[config.mk]
export PLATFORM = sky130hd
export DESIGN_NAME = bus_ctrl_sequencer
export DESIGN_NICKNAME = d
export VERILOG_FILES = /design/src/rtl/bus_pkg.sv /design/src/rtl/dec4to16.sv /design/src/rtl/bus_ctrl_sequencer.sv
export SDC_FILE = /design/constraint.sdc
export NUM_CORES = 1
export LEC_CHECK = 0
export ABC_CLOCK_PERIOD_IN_PS = 4050
export BUFFER_PORTS_ARGS = -buffer_cell sky130_fd_sc_hd__buf_2
export CAP_MARGIN = 25
export CORE_ASPECT_RATIO = 2
export CORE_MARGIN = 3
export CORE_UTILIZATION = 25
export CTS_CLUSTER_SIZE = 16
export DETAILED_ROUTE_END_ITERATION = 8
export GPL_TIMING_DRIVEN = 0
export SKIP_LAST_GASP = 1
export SLEW_MARGIN = 10
export SYNTH_ARGS = -nofsm -noshare
export SYNTH_HDL_FRONTEND = slang
export SYNTH_HIERARCHICAL = 1
export SYNTH_SLANG_ARGS = --single-unit
[constraint.sdc]
create_clock -name clk -period 4.05 [get_ports clk]
set_input_delay 0.81 -clock clk [delete_from_list [all_inputs] [get_ports clk]]
set_output_delay 0.81 -clock clk [all_outputs]
set_load 0.02 [all_outputs]
[src/rtl/bus_pkg.sv]
// rtl/bus_pkg.sv - shared constants and instruction decode for the bus control sequencer
package bus_pkg;

   localparam int SRC_R0     = 0;
   localparam int SRC_HI     = 16;
   localparam int SRC_LO     = 17;
   localparam int SRC_ZHI    = 18;
   localparam int SRC_ZLO    = 19;
   localparam int SRC_PC     = 20;
   localparam int SRC_MDR    = 21;
   localparam int SRC_INPORT = 22;
   localparam int SRC_C      = 23;
   localparam int SRC_W      = 24;

   localparam logic [4:0] OP_MOV  = 5'b10000;
   localparam logic [4:0] OP_NOP  = 5'b11010;
   localparam logic [4:0] OP_HALT = 5'b11011;

   localparam logic [2:0] ST_IDLE = 3'd0;
   localparam logic [2:0] ST_T0   = 3'd1;
   localparam logic [2:0] ST_T1   = 3'd2;
   localparam logic [2:0] ST_T2   = 3'd3;
   localparam logic [2:0] ST_T3   = 3'd4;
   localparam logic [2:0] ST_HALT = 3'd5;

   typedef struct packed {
      logic [4:0] op;
      logic [3:0] ra;
      logic [3:0] rb;
   } instr_t;

   function automatic instr_t decode(input logic [12:0] ir_hi);
      instr_t d;
      d.op = ir_hi[12:8];
      d.ra = ir_hi[7:4];
      d.rb = ir_hi[3:0];
      return d;
   endfunction

endpackage

[src/rtl/dec4to16.sv]
// rtl/dec4to16.sv - 4-bit to one-hot-16 decoder with enable
module dec4to16 (
   input  logic [3:0]  sel_i,
   input  logic        en_i,
   output logic [15:0] onehot_o
);

   assign onehot_o = en_i ? (16'h0001 << sel_i) : 16'h0000;

endmodule

[src/rtl/bus_ctrl_sequencer.sv]
// rtl/bus_ctrl_sequencer.sv - T0..T3 fetch/execute sequencer driving bus source strobes and load enables
module bus_ctrl_sequencer
   import bus_pkg::*;
#(
   parameter int WAIT_MAX = 15,
   parameter int CNT_W    = 16
) (
   input  logic             clk,
   input  logic             clr,
   input  logic             run,
   input  logic [31:0]      ir,
   input  logic             mem_ready,
   output logic [23:0]      out_sel,
   output logic [15:0]      r_in,
   output logic             pc_in,
   output logic             mar_in,
   output logic             mdr_in,
   output logic             ir_in,
   output logic             z_in,
   output logic             inc_pc,
   output logic             mem_read,
   output logic             halted,
   output logic             illegal,
   output logic             mem_err,
   output logic [CNT_W-1:0] instr_cnt
);

   localparam logic [7:0] WAIT_LIMIT = 8'(WAIT_MAX);

   logic [2:0]       state_q, state_d;
   logic [7:0]       wait_q, wait_d;
   logic             first_q, first_d;
   logic             mem_err_q, mem_err_d;
   logic [CNT_W-1:0] cnt_q, cnt_d;

   instr_t      ins;
   logic        in_t0, in_t1, in_t2, in_t3;
   logic        is_mov, op_legal;
   logic [15:0] src_onehot;
   logic        unused_ir_bits;

   assign ins            = decode(ir[31:19]);
   assign unused_ir_bits = ^ir[18:0];

   assign in_t0    = (state_q == ST_T0);
   assign in_t1    = (state_q == ST_T1);
   assign in_t2    = (state_q == ST_T2);
   assign in_t3    = (state_q == ST_T3);
   assign op_legal = (ins.op == OP_MOV) || (ins.op == OP_NOP) || (ins.op == OP_HALT);
   assign is_mov   = in_t3 && (ins.op == OP_MOV);

   dec4to16 u_src_dec (.sel_i(ins.rb), .en_i(is_mov), .onehot_o(src_onehot));
   dec4to16 u_dst_dec (.sel_i(ins.ra), .en_i(is_mov), .onehot_o(r_in));

   // T1 is only ever entered from T0, so "first T1 cycle" is simply "previous state was T0"
   assign first_d = in_t0;
   assign wait_d  = in_t1 ? (wait_q + 8'd1) : 8'd0;

   always_comb begin
      state_d   = state_q;
      mem_err_d = mem_err_q;
      cnt_d     = cnt_q;
      case (state_q)
         ST_IDLE: if (run) state_d = ST_T0;
         ST_T0:   state_d = ST_T1;
         ST_T1: begin
            if (mem_ready) begin
               state_d = ST_T2;
            end else if (wait_d == WAIT_LIMIT) begin
               state_d   = ST_HALT;
               mem_err_d = 1'b1;
            end
         end
         ST_T2:   state_d = ST_T3;
         ST_T3: begin
            if (ins.op == OP_HALT) begin
               state_d = ST_HALT;
            end else begin
               cnt_d   = cnt_q + 1'b1;
               state_d = run ? ST_T0 : ST_IDLE;
            end
         end
         ST_HALT: state_d = ST_HALT;
         default: state_d = ST_IDLE;
      endcase
   end

   always_ff @(posedge clk) begin
      if (!clr) begin
         state_q   <= ST_IDLE;
         wait_q    <= 8'd0;
         first_q   <= 1'b0;
         mem_err_q <= 1'b0;
         cnt_q     <= '0;
      end else begin
         state_q   <= state_d;
         wait_q    <= wait_d;
         first_q   <= first_d;
         mem_err_q <= mem_err_d;
         cnt_q     <= cnt_d;
      end
   end

   always_comb begin
      out_sel          = '0;
      out_sel[15:0]    = src_onehot;
      out_sel[SRC_ZLO] = in_t1 && first_q;
      out_sel[SRC_PC]  = in_t0;
      out_sel[SRC_MDR] = in_t2;
   end

   assign pc_in     = in_t1 && first_q;
   assign mar_in    = in_t0;
   assign inc_pc    = in_t0;
   assign z_in      = in_t0;
   assign mem_read  = in_t1;
   assign mdr_in    = in_t1 && mem_ready;
   assign ir_in     = in_t2;
   assign halted    = (state_q == ST_HALT);
   assign illegal   = in_t3 && !op_legal;
   assign mem_err   = mem_err_q;
   assign instr_cnt = cnt_q;

endmodule

==> results.ini, run 1 <==
[detailed_routing]
drt-vias-per-instance = 4.69
drc = 0
drt_wl_total_um = 4750
drtPass1Iterations = 4
drtIter0Drc = 45
wire_per_inst_um = 11.8
ant_nets = 0
num_vias = 1887

[critical_path]
worstReg2RegEnd = instr_cnt[15]
endpoint = out_sel[0]
worst-path-max-fanout = 9
crit_path_end_kind = primary output
reg2reg_depth = 7
cp-start-kind = input pin
crit_type = in2out
cp.arrival_ns = 2.84
critPathLaunch = ir[27]
r2r_slack_ns = 2.11
required_ns = 3.24
r2r_start = state_q[0]

[synthesis]
async_flop_share_pct = 0
synth_top_area_share_pct = 32.6
ys_ff_latch = 29
ys.flop_type = dfxtp_1
yosysUniqueCellTypes = 43
synth_warnings = 6
synth-edff-count = 0
netlist_top_cells_area = dfxtp_1 (33%), nor2_1 (8.8%), xnor2_1 (4.9%)
synth.largest_area_cell = dfxtp_1
synth_cells = 224
synth_area_um2 = 1780
ys_seq_area_share_pct = 32.6
syn_avg_cell_area_um2 = 7.96

[sta]
hold_slack_ns = 0.468
rsz0062_at_grt = no
drv_slew = 0
finalSetupViolations = 0
slew_headroom_pct = 46.1
hold_viol = 0
setup_slack_ns = 0.401
final.setup_skew_ns = 0.00669
worst_pin_slew_ns = 0.803
min_period_ns = 3.65
tns_ns = 0
fin_crit_sh_pct = 90.1
fmax_ghz = 0.274

[grt]
grt_pass1_wl_um = 7560
grt-ovfl-total = 0
track_usage_pct = 11.7
antenna_found_initial = 0
grt_pass1_vias = 1712
grt_max_degree = 11

[cts]
numCtsBuffers = 5
clock_latency_ns = 0.28
clock-sinks = 29
ctsHtreeMaxLevel = 2
ctsRootBufferMaster = clkbuf_16
cts_tree = built
clk_pin_slew_ns = 0.05
ctsResizeCount = 0
hold_buffers = 0
clk_path_buf_depth = 2
cts_setup_buffers = 0

[final_layout]
stdcell_area_um2 = 2430
finalNonFillerCells = 402
drive_above_1_share_pct = 33.7
fin_util_pct = 35.1
n_antenna_cell = 0
syn2layout_area_growth_pct = 36.5
nets = 349

[placement]
post-place-cells = 394
hpwl_um = 3740
dp_slack_ns = 0.369
place_area_um2 = 2290
gp_congestion = 0.742
io_buffers = 76

[die]
ioPinCount = 102
coreArea_um2 = 6940
die_y_um = 125
start_util_pct = 25.7
die-width_um = 65.7
rows = 43
die-area_um2 = 8240

[outcome]
status = finished, final reports clean

[power]
ir_drop_v = 0.000276
p_total_mw = 0.774
leakage_nw = 1.06
p_per_area_nw_per_um2 = 318

[hold_path]
hp-class = reg2reg
holdPathStages = 2

[job]
cap_viol_max_count = 0

[kinds of logic after synthesis]
kind of cell	Yosys count	synth area share, %
AND/OR/NAND/NOR	115	34.5
flip-flops	29	32.6
buffers and inverters	24	8.49
multiplexers	3	1.68
other	1	0.210
AO/OA/AOI/OAI	36	14.3
adder cells (fa/ha/maj)	2	1.40
XOR/XNOR	14	6.88
[area by class of cell]
type	count	area (µm²)
Sequential cell	29	581
Buffer	17	125
Multi-Input combinational cell	175	1070
Tap cell	90	113
Clock inverter	3	17.5
Timing Repair Buffer	76	380
Fill cell	721	4510
Clock buffer	5	125
Inverter	7	26.3
[cell usage in the layout (no fill, tap or decap), types with 2 or more instances in the layout]
| cell | n |
|---|---|
| buf_6 | 3 |
| clkbuf_1 | 3 |
| a21oi_1 | 12 |
| buf_2 | 77 |
| or4_1 | 7 |
| nand4_1 | 5 |
| ha_1 | 2 |
| nand2_1 | 10 |
| nand3b_1 | 4 |
| o31ai_1 | 7 |
| clkinv_2 | 2 |
| and4_1 | 2 |
| nor2_1 | 42 |
| clkbuf_16 | 5 |
| nor3_1 | 8 |
| xnor2_1 | 10 |
| nand3_1 | 9 |
| or3b_4 | 2 |
| a2111oi_0 | 4 |
| xor2_1 | 4 |
| a211o_1 | 2 |
| or3_1 | 2 |
| nand2b_1 | 9 |
| conb_1 | 5 |
| mux2i_1 | 3 |
| nor3_2 | 2 |
| dfxtp_1 | 29 |
| a211oi_1 | 5 |
| nor2_2 | 2 |
| buf_4 | 10 |
| and2_1 | 2 |
| o21a_1 | 2 |
| inv_1 | 6 |
| and3_1 | 3 |
[cell usage after synthesis (3+ instances only)]
cell type  number
inv_1           6
a211oi_1        5
xnor2_1        10
nand3_1         9
nor2_1         42
buf_6           3
nor3_1          8
a2111oi_0       4
clkbuf_1        3
or4_1           7
buf_4          10
nand4_1         5
nand2b_1        9
mux2i_1         3
and3_1          3
dfxtp_1        29
nand3b_1        4
nand2_1        10
o31ai_1         7
xor2_1          4
a21oi_1        12
[where the power goes]
part / switching (mW) / internal, mW
sequential: 0.00436 / 0.292
clock: 0.137 / 0.225
combinational: 0.0697 / 0.0467
total: 0.211 / 0.564
[how the worst min path moves through the flow]
| stage | startpoint | end |
|---|---|---|
| after floorplan | wait_q[0] | wait_q[0] |
| after global placement | mem_err | mem_err |
| after detailed placement | mem_err | mem_err |
| after CTS | mem_err | mem_err |
| after global routing | wait_q[0] | wait_q[0] |
| final | instr_cnt[15] | instr_cnt[15] |
[registers in the layout, summed over array words and instances, names as in the netlist]
signal     cells
wait_q         8
state_q        3
instr_cnt     16
first_q        1
mem_err        1
[metal layers]
| layer | vias to the layer above | part of all wire, % | global-route usage, % |
|---|---|---|---|
| met5 | - | 0 | 0 |
| li1 | 957 | - | - |
| met3 | 9 | 8.3 | 2.25 |
| met2 | 83 | 50 | 21.5 |
| met1 | 838 | 38 | 11.0 |
| met4 | 0 | 3.3 | 7.70 |
[critical path, stage by stage]
cell      delay [ns]
clkbuf_1        0.18
or3_1           0.43
nor3_1          0.63
or3b_4          0.50
nor3_2          0.11
buf_2           0.18
No activity file was read; power rests on OpenSTA's default activity.
==> inputs of run 2 (changes only) <==
ABC_CLOCK_PERIOD_IN_PS = 3300   (was 4050)
clock period = 3.3 ns   (was 4.05 ns; I/O delays follow)
==> run 2 against run 1 <==
Clock skew hardly changed. Sequential share of layout area hardly changed. Die area stayed put. Power is 23% higher. Via count is 0.21% higher. Wire length is 0.21% higher. Non-clock buffer count stayed put. Flip-flop and latch count stayed put. Final area is 0.21% higher. Final cell count stayed put. Core utilization is 0.072 points higher. Critical path type unchanged. Largest cell class unchanged.
==> results.ini, run 2 (synthesized netlist as in run 1, its figures left out) <==
[cts]
ctsHtreeMaxLevel = 2  ; unchanged
clock_latency_ns = 0.28  ; about the same
ctsResizeCount = 1  ; was 0
hold_buffers = 0  ; unchanged
numCtsBuffers = 5  ; unchanged
cts_setup_buffers = 0  ; unchanged
ctsRootBufferMaster = clkbuf_16  ; unchanged
clk_path_buf_depth = 2  ; unchanged
cts_tree = built  ; unchanged
clock-sinks = 29  ; unchanged
clk_pin_slew_ns = 0.05  ; about the same

[sta]
fin_crit_sh_pct = 93.4
min_period_ns = 3.08
finalSetupViolations = 0  ; unchanged
drv_slew = 0  ; unchanged
fmax_ghz = 0.324
setup_slack_ns = 0.216  ; was 0.401 ns
rsz0062_at_grt = no  ; unchanged
worst_pin_slew_ns = 0.743  ; was 0.803 ns
hold_viol = 0  ; unchanged
hold_slack_ns = 0.468  ; about the same
slew_headroom_pct = 50.4  ; was 46.1%
final.setup_skew_ns = 0.00673  ; was 0.00669 ns

[detailed_routing]
num_vias = 1891  ; was 1887
drc = 0  ; unchanged
drt_wl_total_um = 4760  ; was 4750 µm
drtPass1Iterations = 4  ; unchanged
drt-vias-per-instance = 4.70  ; was 4.69
drtIter0Drc = 41  ; was 45
ant_nets = 0  ; unchanged
wire_per_inst_um = 11.8  ; about the same

[grt]
grtUsageMet1_pct = 11.0  ; unchanged
track_usage_pct = 11.7  ; about the same
use_met2_pct = 21.6  ; was 21.5%
grt_max_degree = 11  ; unchanged
top_usage_layer = met2  ; unchanged
antenna_found_initial = 0  ; unchanged
grt_use_met3_pct = 2.25  ; unchanged
grt_pass1_wl_um = 7570  ; was 7560 µm
grt_pass1_vias = 1715  ; was 1712
grt-ovfl-total = 0  ; unchanged

[final_layout]
fin_util_pct = 35.1  ; about the same
drive_above_1_share_pct = 34.0  ; was 33.7%
nets = 349  ; unchanged
n_antenna_cell = 0  ; unchanged
nFillCells = 721  ; unchanged
seq_area_um2 = 581  ; unchanged
largest_reg_flops = 16  ; unchanged
final_cell_mix = buf_2 (77), nor2_1 (42), dfxtp_1 (29)  ; unchanged
stdcell_area_um2 = 2440  ; was 2430 µm²
syn2layout_area_growth_pct = 36.8  ; was 36.5%
final_common_cell = buf_2  ; unchanged
multi_input_area_um2 = 1070  ; about the same

[placement]
hpwl_um = 3740  ; unchanged
dp_slack_ns = -0.0809  ; was 0.369 ns
gp_congestion = 0.742  ; unchanged
place_area_um2 = 2290  ; unchanged
io_buffers = 76  ; unchanged

[critical_path]
worst-path-max-fanout = 9  ; unchanged
crit_type = in2out  ; unchanged
cp.arrival_ns = 2.42  ; was 2.84 ns
cp-start-kind = input pin  ; unchanged
crit_path_end_kind = primary output  ; unchanged
required_ns = 2.64  ; was 3.24 ns

[die]
coreArea_um2 = 6940  ; unchanged
die_y_um = 125  ; unchanged
start_util_pct = 25.7  ; unchanged
die-area_um2 = 8240  ; unchanged
rows = 43  ; unchanged
ioPinCount = 102  ; unchanged
die-width_um = 65.7  ; unchanged

[job]
cap_viol_max_count = 0  ; unchanged

[hold_path]
hp-class = reg2reg  ; unchanged

[power]
leakage_nw = 1.06  ; about the same
p_per_area_nw_per_um2 = 390  ; was 318 nW/µm²
ir_drop_v = 0.000339  ; was 0.000276 V

[outcome]
status = finished, final reports clean  ; unchanged

[run 2: critical path, cell delays in order]
cell	delay, ns
clkbuf_1	0.18
or3_1	0.45
nor3_2	0.37
or3b_4	0.48
nor3_2	0.11
buf_2	0.18
[run 2: routing by layer]
metal  wire length, µm  up-vias
met3               395        9
li1                  -      957
met4               157        0
met5                 0        -
met1              1800      843
met2              2410       82
[run 2: power by group]
group | total, mW | internal [mW] | switching, mW | leakage, nW
Sequential | 0.364 | 0.358 | 0.00535 | 0.234
Clock | 0.444 | 0.276 | 0.168 | 0.0696
Combinational | 0.143 | 0.0574 | 0.0859 | 0.760
Total | 0.951 | 0.692 | 0.259 | 1.06
[run 2: final timing paths]
path	to	depth (start not counted)	from	slack [ns]
worst max-delay path	out_sel[0]	6	ir[27]	0.22
worst min-delay path	instr_cnt[15]	2	instr_cnt[15]	0.47
worst max register to register	instr_cnt[15]	7	state_q[0]	1.36
worst min register to register	instr_cnt[15]	2	instr_cnt[15]	0.47
[run 2: area by class of cell]
class,count,area share (%)
clock buffers,5,5.13
well taps,90,4.62
flip-flops and latches,29,23.8
plain buffers,17,5.13
repair buffers,76,15.6
multi-input cells,175,43.9
inverters,7,1.08
clock inverters,3,0.718
[run 2: metrics by stage]
stage / TNS [ns] / total power [mW] / instances
5_1_grt: 0 / 0.988 / 402
6_report: 0 / 0.951 / 402
3_5_place_dp: -0.437 / 0.515 / 394
4_1_cts: 0 / 0.967 / 402
2_1_floorplan: 0 / 0.469 / 228
3_3_place_gp: -0.0354 / 0.513 / 394
